`config.mk`:
```
export PLATFORM = sky130hd
export DESIGN_NAME = uart_tx_flat
export DESIGN_NICKNAME = d
export VERILOG_FILES = /design/src/rtl/uart_tx_if.sv /design/src/rtl/uart_tx.sv /design/src/flat_wrapper.sv
export SDC_FILE = /design/constraint.sdc
export NUM_CORES = 1
export LEC_CHECK = 0
export CAP_MARGIN = 40
export CORE_ASPECT_RATIO = 0.6
export CORE_MARGIN = 1.5
export CORE_UTILIZATION = 40
export CTS_CLUSTER_SIZE = 10
export DETAILED_ROUTE_END_ITERATION = 10
export GPL_TIMING_DRIVEN = 0
export SYNTH_ARGS = -nofsm -noshare
export SYNTH_HDL_FRONTEND = slang
export SYNTH_SLANG_ARGS = --single-unit
export TNS_END_PERCENT = 5
```
`constraint.sdc`:
```
create_clock -name clk_in -period 2.65 [get_ports clk_in]
set_input_delay 0.53 -clock clk_in [delete_from_list [all_inputs] [get_ports clk_in]]
set_output_delay 0.53 -clock clk_in [all_outputs]
set_load 0.005 [all_outputs]
```
`src/rtl/uart_tx_if.sv`:
```
// uart_tx_if: byte-in handshake and serial line bundle for uart_tx
//   valid_in/byte_in  : driven by the master, sampled at the acceptance edge
//   ready_out         : high only while the transmitter is idle
//   uart_txd_out      : registered serial line, idles high
interface uart_tx_if;
  logic       valid_in;
  logic [7:0] byte_in;
  logic       uart_txd_out;
  logic       ready_out;
  modport master (output valid_in, byte_in, input uart_txd_out, ready_out);
  modport slave (input valid_in, byte_in, output uart_txd_out, ready_out);
endinterface

```
`src/rtl/uart_tx.sv`:
```
// uart_tx: 8N1 serial transmitter, one bit every CLKS_PER_BAUD clocks
//   clk_in : rising-edge clock
//   rst_in : synchronous active-high reset, aborts any frame in progress
//   bus    : uart_tx_if.slave (valid_in, byte_in, ready_out, uart_txd_out)
module uart_tx #(
  parameter int CLKS_PER_BAUD = 33
) (
  input  logic      clk_in,
  input  logic      rst_in,
  uart_tx_if.slave  bus
);
  localparam int W = $clog2(CLKS_PER_BAUD);
  typedef enum logic [1:0] {IDLE, START, DATA, STOP} state_t;
  state_t         state_q, state_d;
  logic [W-1:0]   baud_q, baud_d;
  logic [2:0]     bit_q, bit_d;
  logic [7:0]     shift_q, shift_d;
  logic           txd_q, txd_d;
  logic           last;
  always_ff @(posedge clk_in) begin
    if (rst_in) begin
      state_q <= IDLE;
      baud_q  <= '0;
      bit_q   <= '0;
      shift_q <= '0;
      txd_q   <= 1'b1;
    end else begin
      state_q <= state_d;
      baud_q  <= baud_d;
      bit_q   <= bit_d;
      shift_q <= shift_d;
      txd_q   <= txd_d;
    end
  end
  // txd_d is the level of the cycle the FSM is moving into, so the line
  // changes exactly on bit boundaries straight from a flop
  always_comb begin
    state_d = state_q;
    baud_d  = baud_q + 1'b1;
    bit_d   = bit_q;
    shift_d = shift_q;
    txd_d   = txd_q;
    last    = baud_q == W'(CLKS_PER_BAUD - 1);
    case (state_q)
      IDLE: begin
        baud_d = '0;
        txd_d  = ~bus.valid_in;
        if (bus.valid_in) begin
          state_d = START;
          shift_d = bus.byte_in;
        end
      end
      START: if (last) begin
        state_d = DATA;
        baud_d  = '0;
        bit_d   = '0;
        txd_d   = shift_q[0];
      end
      DATA: if (last) begin
        baud_d = '0;
        if (bit_q == 3'd7) begin
          state_d = STOP;
          txd_d   = 1'b1;
        end else begin
          bit_d   = bit_q + 1'b1;
          shift_d = shift_q >> 1;
          txd_d   = shift_q[1];
        end
      end
      STOP: if (last) begin
        state_d = IDLE;
        baud_d  = '0;
      end
      default: state_d = IDLE;
    endcase
  end
  assign bus.uart_txd_out = txd_q;
  assign bus.ready_out    = state_q == IDLE;
endmodule

```
`src/flat_wrapper.sv`:
```
// flat-port wrapper written by rule: the top's interface ports become plain ports
module uart_tx_flat 
#(
  parameter int CLKS_PER_BAUD = 33
)
  (clk_in, rst_in, bus_valid_in, bus_byte_in, bus_uart_txd_out, bus_ready_out);
  uart_tx_if bus_i ();
  input  logic clk_in;
  input  logic rst_in;
  input wire logic [$bits(bus_i.valid_in)-1:0] bus_valid_in;
  input wire logic [$bits(bus_i.byte_in)-1:0] bus_byte_in;
  output wire logic [$bits(bus_i.uart_txd_out)-1:0] bus_uart_txd_out;
  output wire logic [$bits(bus_i.ready_out)-1:0] bus_ready_out;
  assign bus_i.valid_in = bus_valid_in;
  assign bus_i.byte_in = bus_byte_in;
  assign bus_uart_txd_out = bus_i.uart_txd_out;
  assign bus_ready_out = bus_i.ready_out;
  uart_tx #(.CLKS_PER_BAUD(CLKS_PER_BAUD)) u_core (.clk_in(clk_in), .rst_in(rst_in), .bus(bus_i));
endmodule
```
==> summary by stage, run 1 <==
Drt
The mean number of vias per cell is 5.43. After detailed routing, the total wire length is 2320 um. After detailed routing, the number of remaining DRC violations is 0. After detailed routing, the average wire length per cell comes to 14.1 um. The detailed-route via count is 896. The number of iterations in the first detailed-routing pass is 4. For this block, the initial DRC count from the detailed router was 44. The count of nets left with antenna violations once routing finished came out at 0.

STA
Setup repair after global routing left no endpoint under its margin. The final setup slack of the worst path is 0.617 ns. Hold is met by 0.465 ns. Across the routed clock network, the largest skew measured is 0.00648 ns.

The shortest period the worst path allows is 2.03 ns. The period utilization is 0.767. Setup violations remaining at the end of the flow were counted as 0.

The worst slew slack as a fraction of its limit is 0.625. For the pin with the worst max-slew slack, the measured transition is 0.563 ns. Derived from the worst setup path, the maximum achievable clock frequency is 492 MHz. The number of max-slew violations in the final report is 0. The total negative slack is 0 ns. The final number of hold-violating endpoints came to 0.

GRT
The overflow left after global routing is 0. The number of antenna violations at the first check in global routing came to 0. The combined global-route utilization of all metal layers is 0.170. The first global-routing pass estimated 3990 um of wire.

The number of global-route vias before repair is 812. The pin count of the biggest net entering global routing is 11.

Placed design
The HPWL after detailed placement is 1770 um. Before CTS, the worst setup slack after placement is 0.539 ns. The number of cells after detailed placement is 162.

The congestion estimate from routability-driven global placement came to 0.763. During placement, the flow inserted port buffers numbering 12. Summing all placed instances gives a cell area of 1270 um^2.

CTS
In this run the number of H-tree levels came out at 1. The root buffer cell is clkbuf_8. Clock tree synthesis found a total of 20 sinks.

Buffers inserted to repair hold after CTS numbered 0. The number of clock buffers added by TritonCTS is 3. The longest clock path from root to sink contains 2 buffers. Post-CTS timing repair inserted 0 buffers for setup. The number of gates resized after CTS was 0. The clock tree from TritonCTS is done. For the worst-skew pair, the clock arrives at the later sink with an insertion delay of 0.26 ns. The clock transition at the registers of the reported paths is 0.07 ns.

Critical path
The critical path data arrival time is 1.50 ns. The slowest stage of the critical path is the clkdlybuf4s50_1 cell. Walking the worst path, the cells encountered are inv_1 -> ha_1 -> clkdlybuf4s50_1. Along the worst path, the maximum fanout reaches 5. STA classifies the critical path endpoint as an output port. The kind of start point of the critical path is a flip-flop.

The critical path buffer and inverter count is 2. The class of the most critical setup path is reg -> out. The largest stage delay on the critical path is 0.54 ns. Grouping stages by cell kind, the critical path spends the most delay in buffers and inverters. Data on the critical path is required at its endpoint by 2.12 ns.

Power
Internal power comes to 0.824 mW. The share of total power dissipated in combinational logic is 0.552. The analysis attributes to cell leakage a power of 0.497 nW. Of the total power, the share spent switching nets is 0.407. The power density relative to cell area is 1060 nW/um^2. The fraction of power consumed by the clock network is 0.143. VDD sags by at most 0.555 mV. Summed over all nets, the switching power comes to 0.567 mW.

The completed layout was analyzed and its total power is 1.39 mW. The sequential group share of total power is 0.306.

Synth
The synthesized cell area is 1110 um^2. The number of warnings reported in the yosys synthesis log is 0. Of the synthesized area, sequential elements account for 0.360. The post-synthesis sequential element count is 20. The total nets after synthesis is 137. Averaged over all synthesized cells, the footprint is 9.43 um^2. Synthesis produced a netlist whose cell count is 118. Yosys mapped the design onto 36 distinct sky130hd cell types.

Cells and area
Once layout is complete, the cells apart from fillers number 165. The share of layout cells above drive strength 1 is 0.120. Once layout is done, the placed cells without fillers occupy 1310 um^2. The most frequent standard cell in the layout excluding fill and tap cells is dfxtp_1.

The total number of nets in the final design is 154. Leaving out fill and tap cells, the most frequent cells in the layout are dfxtp_1, clkdlybuf4s50_1, a21oi_1, inv_1, ha_1. At the end of the flow the core is filled with cells to 0.510. The layout-stage area growth over the synthesis result is 18.1%. The total inserted antenna cells is 0.

Floorplan
13 I/O pins were placed. The number of core rows is 14. The die boundary width is 71.1 um. The floorplan step defined a core boundary enclosing 2570 um^2. The total die area is 3120 um^2.

The vertical die dimension is 43.8 um. For this configuration, the core starts out at a cell density of 0.432.

Outcome
The run finished with clean final reports.

Flow run
The tool flagged a number of max-cap violations equal to 0.

Min path
The worst min-delay path category is reg -> reg.
-- power groups by stage --
stage                     clock, mW  combinational, mW  sequential, mW
after floorplan                   0              0.579           0.419
after global placement            0              0.746           0.427
after detailed placement          0              0.755           0.431
after CTS                     0.204              0.764           0.424
after global routing          0.223              0.846           0.434
final                         0.198              0.767           0.425
-- cell type report --
cell class / count / area (um^2)
Clock buffer: 3 / 41.3
Tap cell: 32 / 40.0
Inverter: 8 / 30.0
Multi-Input combinational cell: 84 / 648
Fill cell: 256 / 1260
Buffer: 6 / 33.8
Timing Repair Buffer: 12 / 120
Sequential cell: 20 / 400
-- metal layers --
layer,vias up,share of wire,global-route usage
met5,-,0,0
met4,0,0,0.0340
met3,0,0.054,0.0674
met2,17,0.37,0.207
met1,420,0.57,0.269
li1,459,-,-
-- worst reg2reg max path: stages (launching register included) --
cell and delay, ns:
dfxtp_1 0.40, inv_1 0.09, ha_1 0.25, nand2b_1 0.09, buf_2 0.20, buf_2 0.29
o21ai_0 0.12, a211oi_1 0.29
-- logic make-up after synthesis --
family / share of synthesized area
AND/OR/NAND/NOR: 0.172
adder cells (fa/ha/maj): 0.0900
AO/OA/AOI/OAI: 0.226
buffers and inverters: 0.0574
flip-flops: 0.360
multiplexers: 0.0630
XOR/XNOR: 0.0315
-- cell usage after synthesis, drive strengths merged --
master | n | area, um^2
nand2 | 5 | 18.8
and3 | 2 | 12.5
nand3 | 4 | 20.0
nand3b | 2 | 15.0
mux2i | 7 | 70.1
and2b | 1 | 7.51
nor2 | 7 | 26.3
nand2b | 2 | 12.5
ha | 8 | 100
a41o | 1 | 10.0
xor2 | 2 | 17.5
o211a | 1 | 10.0
a311oi | 7 | 80.1
nor3 | 2 | 21.3
inv | 8 | 30.0
a211oi | 1 | 7.51
a2bb2oi | 1 | 8.76
clkbuf | 2 | 7.51
or3 | 2 | 12.5
a31o | 1 | 17.5
nand4 | 2 | 12.5
and2 | 2 | 12.5
xnor2 | 2 | 17.5
a21oi | 13 | 76.3
o211ai | 1 | 7.51
nor3b | 1 | 7.51
nor2b | 2 | 12.5
o21ai | 3 | 15.0
a21bo | 1 | 10.0
buf | 4 | 26.3
dfxtp | 20 | 400
o311ai | 1 | 8.76
-- sequential cells by signal, summed over array words and instances (netlist names) --
signal	cells
u_core.shift_q	8
u_core.bus.uart_txd_out	1
u_core.bit_q	3
u_core.state_q	2
u_core.baud_q	6
-- final timing paths --
check                           slack, ns                end  cells after the start              start
worst max-delay path                 0.62      bus_ready_out                      3  u_core.state_q[0]
worst min-delay path                 0.47    u_core.bit_q[1]                      2    u_core.bit_q[1]
worst max register to register       0.81  u_core.state_q[0]                      7  u_core.state_q[1]
worst min register to register       0.47    u_core.bit_q[1]                      2    u_core.bit_q[1]
Note: power is estimated with default switching activity, not from simulation.
==> inputs of run 2 (changes only) <==
==> constraint.sdc (replaced) <==
create_clock -name clk_in -period 1.8 [get_ports clk_in]
set_input_delay 0.36 -clock clk_in [delete_from_list [all_inputs] [get_ports clk_in]]
set_output_delay 0.36 -clock clk_in [all_outputs]
set_load 0.005 [all_outputs]
==> summary by stage, run 2 (synthesis results as in run 1) <==
STA
The shortest period the worst path allows is 1.76 ns. The transition time at the pin with the least slew margin is 0.554 ns (-0.00811 ns). The number of max-slew violations in the final report came to 0 (unchanged). Of the available clock period, the critical path in the final layout requires 0.979.

The final number of hold-violating endpoints is 0 (unchanged). The count of final setup violators is 0 (unchanged). The worst slew slack as a fraction of its limit is 0.630 (+0.00541). The setup clock skew after layout came to 0.00496 ns (-0.00152 ns). Setup repair after global routing could not meet its margin everywhere.

The maximum clock frequency is 567 MHz.

Power
The fraction of power consumed by the clock network is 0.135 (-0.008). The power density relative to cell area is 1600 nW/um^2 (+51%). The largest vdd supply drop was 0.924 mV (+66%). The switching power total came to 0.885 mW (+56%). The net switching share of the total power came to 0.406 (-0.00143). The static leakage power came to 0.505 nW (+1.6%).

The fraction of power consumed by combinational cells is 0.575 (+0.023). The internal power is 1.29 mW (+57%). The sequential group share of total power is 0.289 (-0.017).

Drt
The met3 routed wirelength is 124 um (-0.80%). The aggregate routed wire length was 2340 um (+0.78%). The mean number of vias per cell is 5.42 (-0.16%). The routed metal-1 wirelength is 1360 um (+2.3%). The per-cell routed wire length is 14.1 um (+0.17%). The residual antenna-violating net count after detailed routing came to 0 (unchanged). The DRC violation total after the first TritonRoute iteration is 45 (+2.3%). The detailed-route via count came to 900 (+0.45%).

Routed signal wires occupy layers up through met4. The DRC violation count after routing is 0 (unchanged). The routed length on met2 was 849 um (-2.1%). The number of iterations in the first detailed-routing pass is 4 (unchanged).

Floorplan
The total die area was 3120 um^2 (unchanged). The starting density of the core is 0.432 (unchanged). The number of core rows was 14 (unchanged). The die boundary width is 71.1 um (unchanged).

The vertical die dimension is 43.8 um (unchanged). The I/O pin count came to 13 (unchanged). The core area is 2570 um^2 (unchanged).

GRT
The global-route wire length before repair is 3990 um (unchanged). The number of global-route vias before repair is 817 (+0.62%). The overflow left after global routing came to 0 (unchanged). The number of antenna violations at the first check in global routing is 0 (unchanged). The combined global-route utilization of all metal layers is 0.170 (unchanged). The pin count of the biggest net entering global routing is 11 (unchanged).

Cells and area
The total inserted antenna cells is 0 (unchanged). The share of layout cells above drive strength 1 is 0.194 (+0.0737). More flip-flops sit in one register than any other, and that register is u_core.shift_q. The library cell used most frequently in the layout, excluding fill and tap cells, is dfxtp_1. The number of flip-flops under the largest register name was 8 (unchanged).

The total number of nets in the final design is 155 (+0.65%). The design area is 1360 um^2 (+3.4%). The library cells used most frequently in the layout, excluding fill and tap cells, are dfxtp_1, clkdlybuf4s50_1, a21oi_1, mux2i_1, nor2_1.

In the final layout, the registers with the most flip-flops are u_core.shift_q x8, u_core.baud_q x6, u_core.bit_q x3. Relative to the synthesized area, the layout overhead comes to 22.2%. The filler cell count in the final layout is 250 (-2.3%). The utilization after layout came to 0.528 (+0.0175).

CTS
TritonCTS built the clock tree. The clock sink count is 20 (unchanged). The tree is rooted in a clkbuf_8. The TritonCTS buffer count is 3 (unchanged). The count of H-tree levels built during CTS is 1 (unchanged). The post-cts hold buffer count is 0 (unchanged).

The number of buffers on the longest clock path is 2 (unchanged). The clock transition at the registers of the reported paths is 0.07 ns (about the same). The clock insertion delay at the later pin of the skew report came to 0.26 ns (about the same).

Critical path
The worst setup path is captured at a flip-flop. The largest driver fanout on the critical path is 10 (+5). The class of the most critical setup path is reg -> reg. The critical path data arrival time is 1.89 ns (+0.39 ns). The data required time at the worst endpoint came to 1.93 ns (-0.19 ns). The number of cell instances on the worst register-to-register path is 7 (unchanged). The kind of start point of the critical path is a flip-flop. The internal reg-to-reg setup slack is 0.04 ns (-0.77 ns).

Tracing the worst setup path back leads to its startpoint at u_core.state_q[0]. The worst register-to-register path begins at u_core.state_q[0]. The terminus of the critical flop-to-flop path is u_core.shift_q[6].

Outcome
The flow ran to the end, and the final reports show no timing, DRC or antenna violations.

Placed design
The count of input and output buffers is 12 (unchanged). The final estimated routing congestion in global placement is 0.763 (unchanged). The placed cell area came to 1270 um^2 (unchanged). The HPWL after detailed placement came to 1770 um (unchanged).

Flow run
The max-capacitance violation count is 0 (unchanged).

Min path
The path with the worst hold slack has its endpoint at u_core.baud_q[0]. The path class of the tightest hold or removal check is reg -> reg. The number of cells traversed by the worst hold path is 1 (-1). The start point of the worst min-delay path is u_core.baud_q[0].
==> run 2: changes by cell type in the layout (fill, tap and decap cells not counted), moves of 2 or more <==
cell	delta
dfxtp_2	+2
a311oi_1	-2
ha_1	-2
inv_1	-2
a311oi_2	+2
dfxtp_1	-2
inv_2	+2
==> run 2: final cells by class <==
type,instances,area [um^2],area share
plain buffers,6,40.0,0.0295
clock buffers,3,41.3,0.0304
inverters,8,30.0,0.0221
multi-input cells,84,677,0.498
flip-flops and latches,20,403,0.297
well taps,32,40.0,0.0295
repair buffers,13,128,0.0939
==> run 2: power by group through the flow <==
stage	Clock (mW)	Sequential [mW]	Combinational [mW]
after global placement	0	0.629	1.10
after floorplan	0	0.617	0.852
after global routing	0.327	0.645	1.36
after detailed placement	0	0.634	1.11
final	0.295	0.630	1.25
after CTS	0.300	0.624	1.15
==> run 2: what timing repair did <==
action / 4_1_cts / 5_1_grt
setup endpoints to repair: 4 / 16
endpoints found under the hold margin: 0 / 0
buffers inserted: 0 / 1
resized for setup: 3 / 9
==> run 2: per-stage QoR <==
step	TNS [ns]	hold slack, ns	setup WS (ns)	cells	power, mW
CTS	-0.0143	0.470	-0.0143	165	2.07
global placement	-0.182	0.444	-0.119	162	1.73
global route	-0.0302	0.472	-0.0144	166	2.33
detailed placement	-0.244	0.460	-0.141	162	1.75
floorplan	0	0.426	0.198	118	1.47
finish	0	0.437	0.0378	166	2.18
==> run 2: worst max-delay path: stages (launching register included) <==
cell,delay (ns)
dfxtp_1,0.37
inv_2,0.08
ha_1,0.28
and2b_2,0.25
a31o_4,0.28
buf_8,0.16
a21oi_2,0.15
a311oi_2,0.06
==> run 2: worst max-delay path by stage <==
stage,end,depth (start not counted)
floorplan,u_core.shift_q[5],7
global placement,u_core.state_q[0],6
detailed placement,u_core.state_q[0],6
CTS,bus_ready_out,3
global route,u_core.shift_q[4],7
finish,u_core.shift_q[6],7
==> run 2: per-layer routing <==
layer,GRT usage,up-vias
met4,0.0340,0
met2,0.209,15
met1,0.268,422
met5,0,-
li1,-,461
met3,0.0674,2
==> inputs of run 3 (changes only) <==
--- a/config.mk
+++ b/config.mk
@@ -8,10 +8,10 @@
 export CAP_MARGIN = 40
 export CORE_ASPECT_RATIO = 0.6
 export CORE_MARGIN = 1.5
-export CORE_UTILIZATION = 40
+export CORE_UTILIZATION = 49
 export CTS_CLUSTER_SIZE = 10
 export DETAILED_ROUTE_END_ITERATION = 10
-export GPL_TIMING_DRIVEN = 0
+export PLACE_DENSITY = 0.74
 export SYNTH_ARGS = -nofsm -noshare
 export SYNTH_HDL_FRONTEND = slang
 export SYNTH_SLANG_ARGS = --single-unit
==> summary by stage, run 3 (synthesis results as in run 1) <==
Outcome
The flow ran to the end, and the final reports show no timing, DRC or antenna violations.

Cells and area
The number of flip-flops under the largest register name was 8 (unchanged). In the final layout, the registers with the most flip-flops are u_core.shift_q x8, u_core.baud_q x6, u_core.bit_q x3. The share of layout cells above drive strength 1 is 0.189 (-0.00464). Leaving out fill and tap cells, the most frequent cell in the layout is dfxtp_1. The post-route non-filler standard cell count is 162 (-2.4%). The total inserted antenna cells came to 0 (unchanged). The layout-stage area growth over the synthesis result is 24.4%. The total number of nets in the final design is 152 (-1.9%). The top cell types in the final layout, fill and taps aside, are dfxtp_1, clkdlybuf4s50_1, a21oi_1, mux2i_1, nor2_1.

The register with the most flip-flops in the final layout is u_core.shift_q.

Power
The largest vdd supply drop is 0.927 mV (+0.30%). The static leakage power is 0.518 nW (+2.5%). The internal power is 1.43 mW (+10%).

The sequential group share of total power is 0.284 (-0.005). The fraction of power consumed by combinational cells is 0.515 (-0.060). The fraction of power consumed by the clock network is 0.200 (+0.065). The switching power total came to 0.844 mW (-4.6%). The net switching share of the total power is 0.371 (-0.0347). The power density relative to cell area is 1640 nW/um^2 (+2.4%).

Drt
The mean number of vias per cell is 5.56 (+2.6%). The number of iterations in the first detailed-routing pass came to 4 (unchanged). The per-cell routed wire length is 15.0 um (+6.6%). The residual antenna-violating net count after detailed routing came to 0 (unchanged). The aggregate routed wire length is 2430 um (+4.0%). The detailed-route via count came to 901 (+0.11%). The DRC violation total after the first TritonRoute iteration came to 42 (-6.7%). The DRC violation count after routing is 0 (unchanged).

Critical path
The critical path data arrival time is 1.39 ns (-0.50 ns). The critical path is of the reg -> out type. The kind of start point of the critical path is a flip-flop. For this design, the slowest cell found on the critical path is clkdlybuf4s50_1. The largest driver fanout on the critical path was 5 (-5). The worst setup path is captured at an output port. The data required time at the worst endpoint came to 1.44 ns (-0.49 ns).

The cell family contributing the most delay on the critical path is buffers and inverters. The critical path buffer and inverter count was 2 (unchanged). The largest stage delay on the critical path was 0.50 ns (+0.13 ns).

The critical path goes through inv_2 -> ha_4 -> clkdlybuf4s50_1.

STA
The number of max-slew violations in the final report is 0 (unchanged). The shortest period the worst path allows is 1.75 ns (-0.00788 ns). Setup repair after global routing left no endpoint under its margin.

The period utilization is 0.975 (-0.00438). The count of final setup violators is 0 (unchanged). The final number of hold-violating endpoints was 0 (unchanged). The worst slew slack as a fraction of its limit came to 0.789 (+0.159). The total negative slack is 0 ns (unchanged).

The setup clock skew after layout is 0.00528 ns (+0.000323 ns). The maximum clock frequency is 570 MHz (+0.45%). The worst slack on hold paths was 0.462 ns (+0.0248 ns). The transition time at the pin with the least slew margin came to 0.315 ns (-0.239 ns).

CTS
The clock tree from TritonCTS is done. The root buffer cell is clkbuf_8. The count of H-tree levels built during CTS is 1 (unchanged). The clock sink count is 20 (unchanged). The number of buffers on the longest clock path is 2 (unchanged). The clock insertion delay at the later pin of the skew report is 0.26 ns (about the same). The post-cts hold buffer count is 0 (unchanged). The TritonCTS buffer count is 3 (unchanged). The clock transition at the registers of the reported paths is 0.07 ns (about the same).

Floorplan
The core area is 2150 um^2 (-17%). The number of core rows is 13 (-1). The die boundary width is 64.5 um (-9.2%). The vertical die dimension came to 39.9 um (-9.0%). The I/O pin count is 13 (unchanged).

The total die area is 2570 um^2 (-17%). The starting density of the core is 0.518 (+0.0861).

GRT
The pin count of the biggest net entering global routing came to 16 (+5). The overflow left after global routing was 0 (unchanged). The number of global-route vias before repair came to 807 (-1.2%). The number of antenna violations at the first check in global routing was 0 (unchanged). The global-route wire length before repair is 3960 um (-0.70%). The combined global-route utilization of all metal layers is 0.220 (+0.0503).

Placed design
The number of cells after detailed placement was 157 (-3.1%). The HPWL after detailed placement is 1810 um (+2.6%). The final estimated routing congestion in global placement came to 0.861 (+13%). The count of input and output buffers was 12 (unchanged).

Flow run
The max-capacitance violation count is 0 (unchanged).

Min path
The worst min-delay path category is reg -> reg.
==> run 3: per-layer routing <==
metal  vias up  wire length (um)  track usage
li1        457                 -            -
met1       426              1200        0.287
met2        16              1090        0.359
met3         2               129       0.0690
met4         0                21       0.0638
met5         -                 0            0
==> run 3: path summary, 6_finish.rpt <==
| check | from | endpoint | slack, ns | cells after the start |
|---|---|---|---|---|
| worst max-delay path | u_core.state_q[0] | bus_ready_out | 0.05 | 3 |
| worst min-delay path | u_core.baud_q[0] | u_core.baud_q[0] | 0.46 | 1 |
| worst max register to register | u_core.bit_q[0] | u_core.bit_q[0] | 0.11 | 6 |
| worst min register to register | u_core.baud_q[0] | u_core.baud_q[0] | 0.46 | 1 |
==> run 3: layout make-up <==
cell class	instances	area, um^2
clock buffer	3	41.3
clock inverter	1	30.0
fill	173	763
inverter	8	30.0
multi-input combinational	84	679
sequential	20	403
tap	30	37.5
timing repair buffer	16	163
==> run 3: power by group through the flow <==
stage | clock network (mW) | registers [mW] | logic (mW)
floorplan | 0 | 0.617 | 0.852
global placement | 0 | 0.633 | 1.02
detailed placement | 0 | 0.640 | 1.06
CTS | 0.465 | 0.631 | 1.07
global route | 0.480 | 0.661 | 1.28
finish | 0.456 | 0.646 | 1.17
==> run 3: per-stage QoR <==
step | cell area [um^2] | total power, mW | utilization | setup slack, ns
final | 1380 | 2.27 | 0.645 | 0.0457
after global routing | 1380 | 2.42 | 0.645 | 0.000956
after CTS | 1350 | 2.17 | 0.626 | -0.0279
after detailed placement | 1270 | 1.70 | 0.592 | 0.0163
after global placement | 1270 | 1.65 | 0.592 | 0.139
after floorplan | 1110 | 1.47 | - | 0.198
==> run 3: repair_timing <==
item | CTS | global route
buffers inserted | 0 | 1
gates resized for setup | 1 | 9
gates cloned | 0 | 0
endpoints found under the setup margin | 1 | 15
pin swaps | 0 | 1
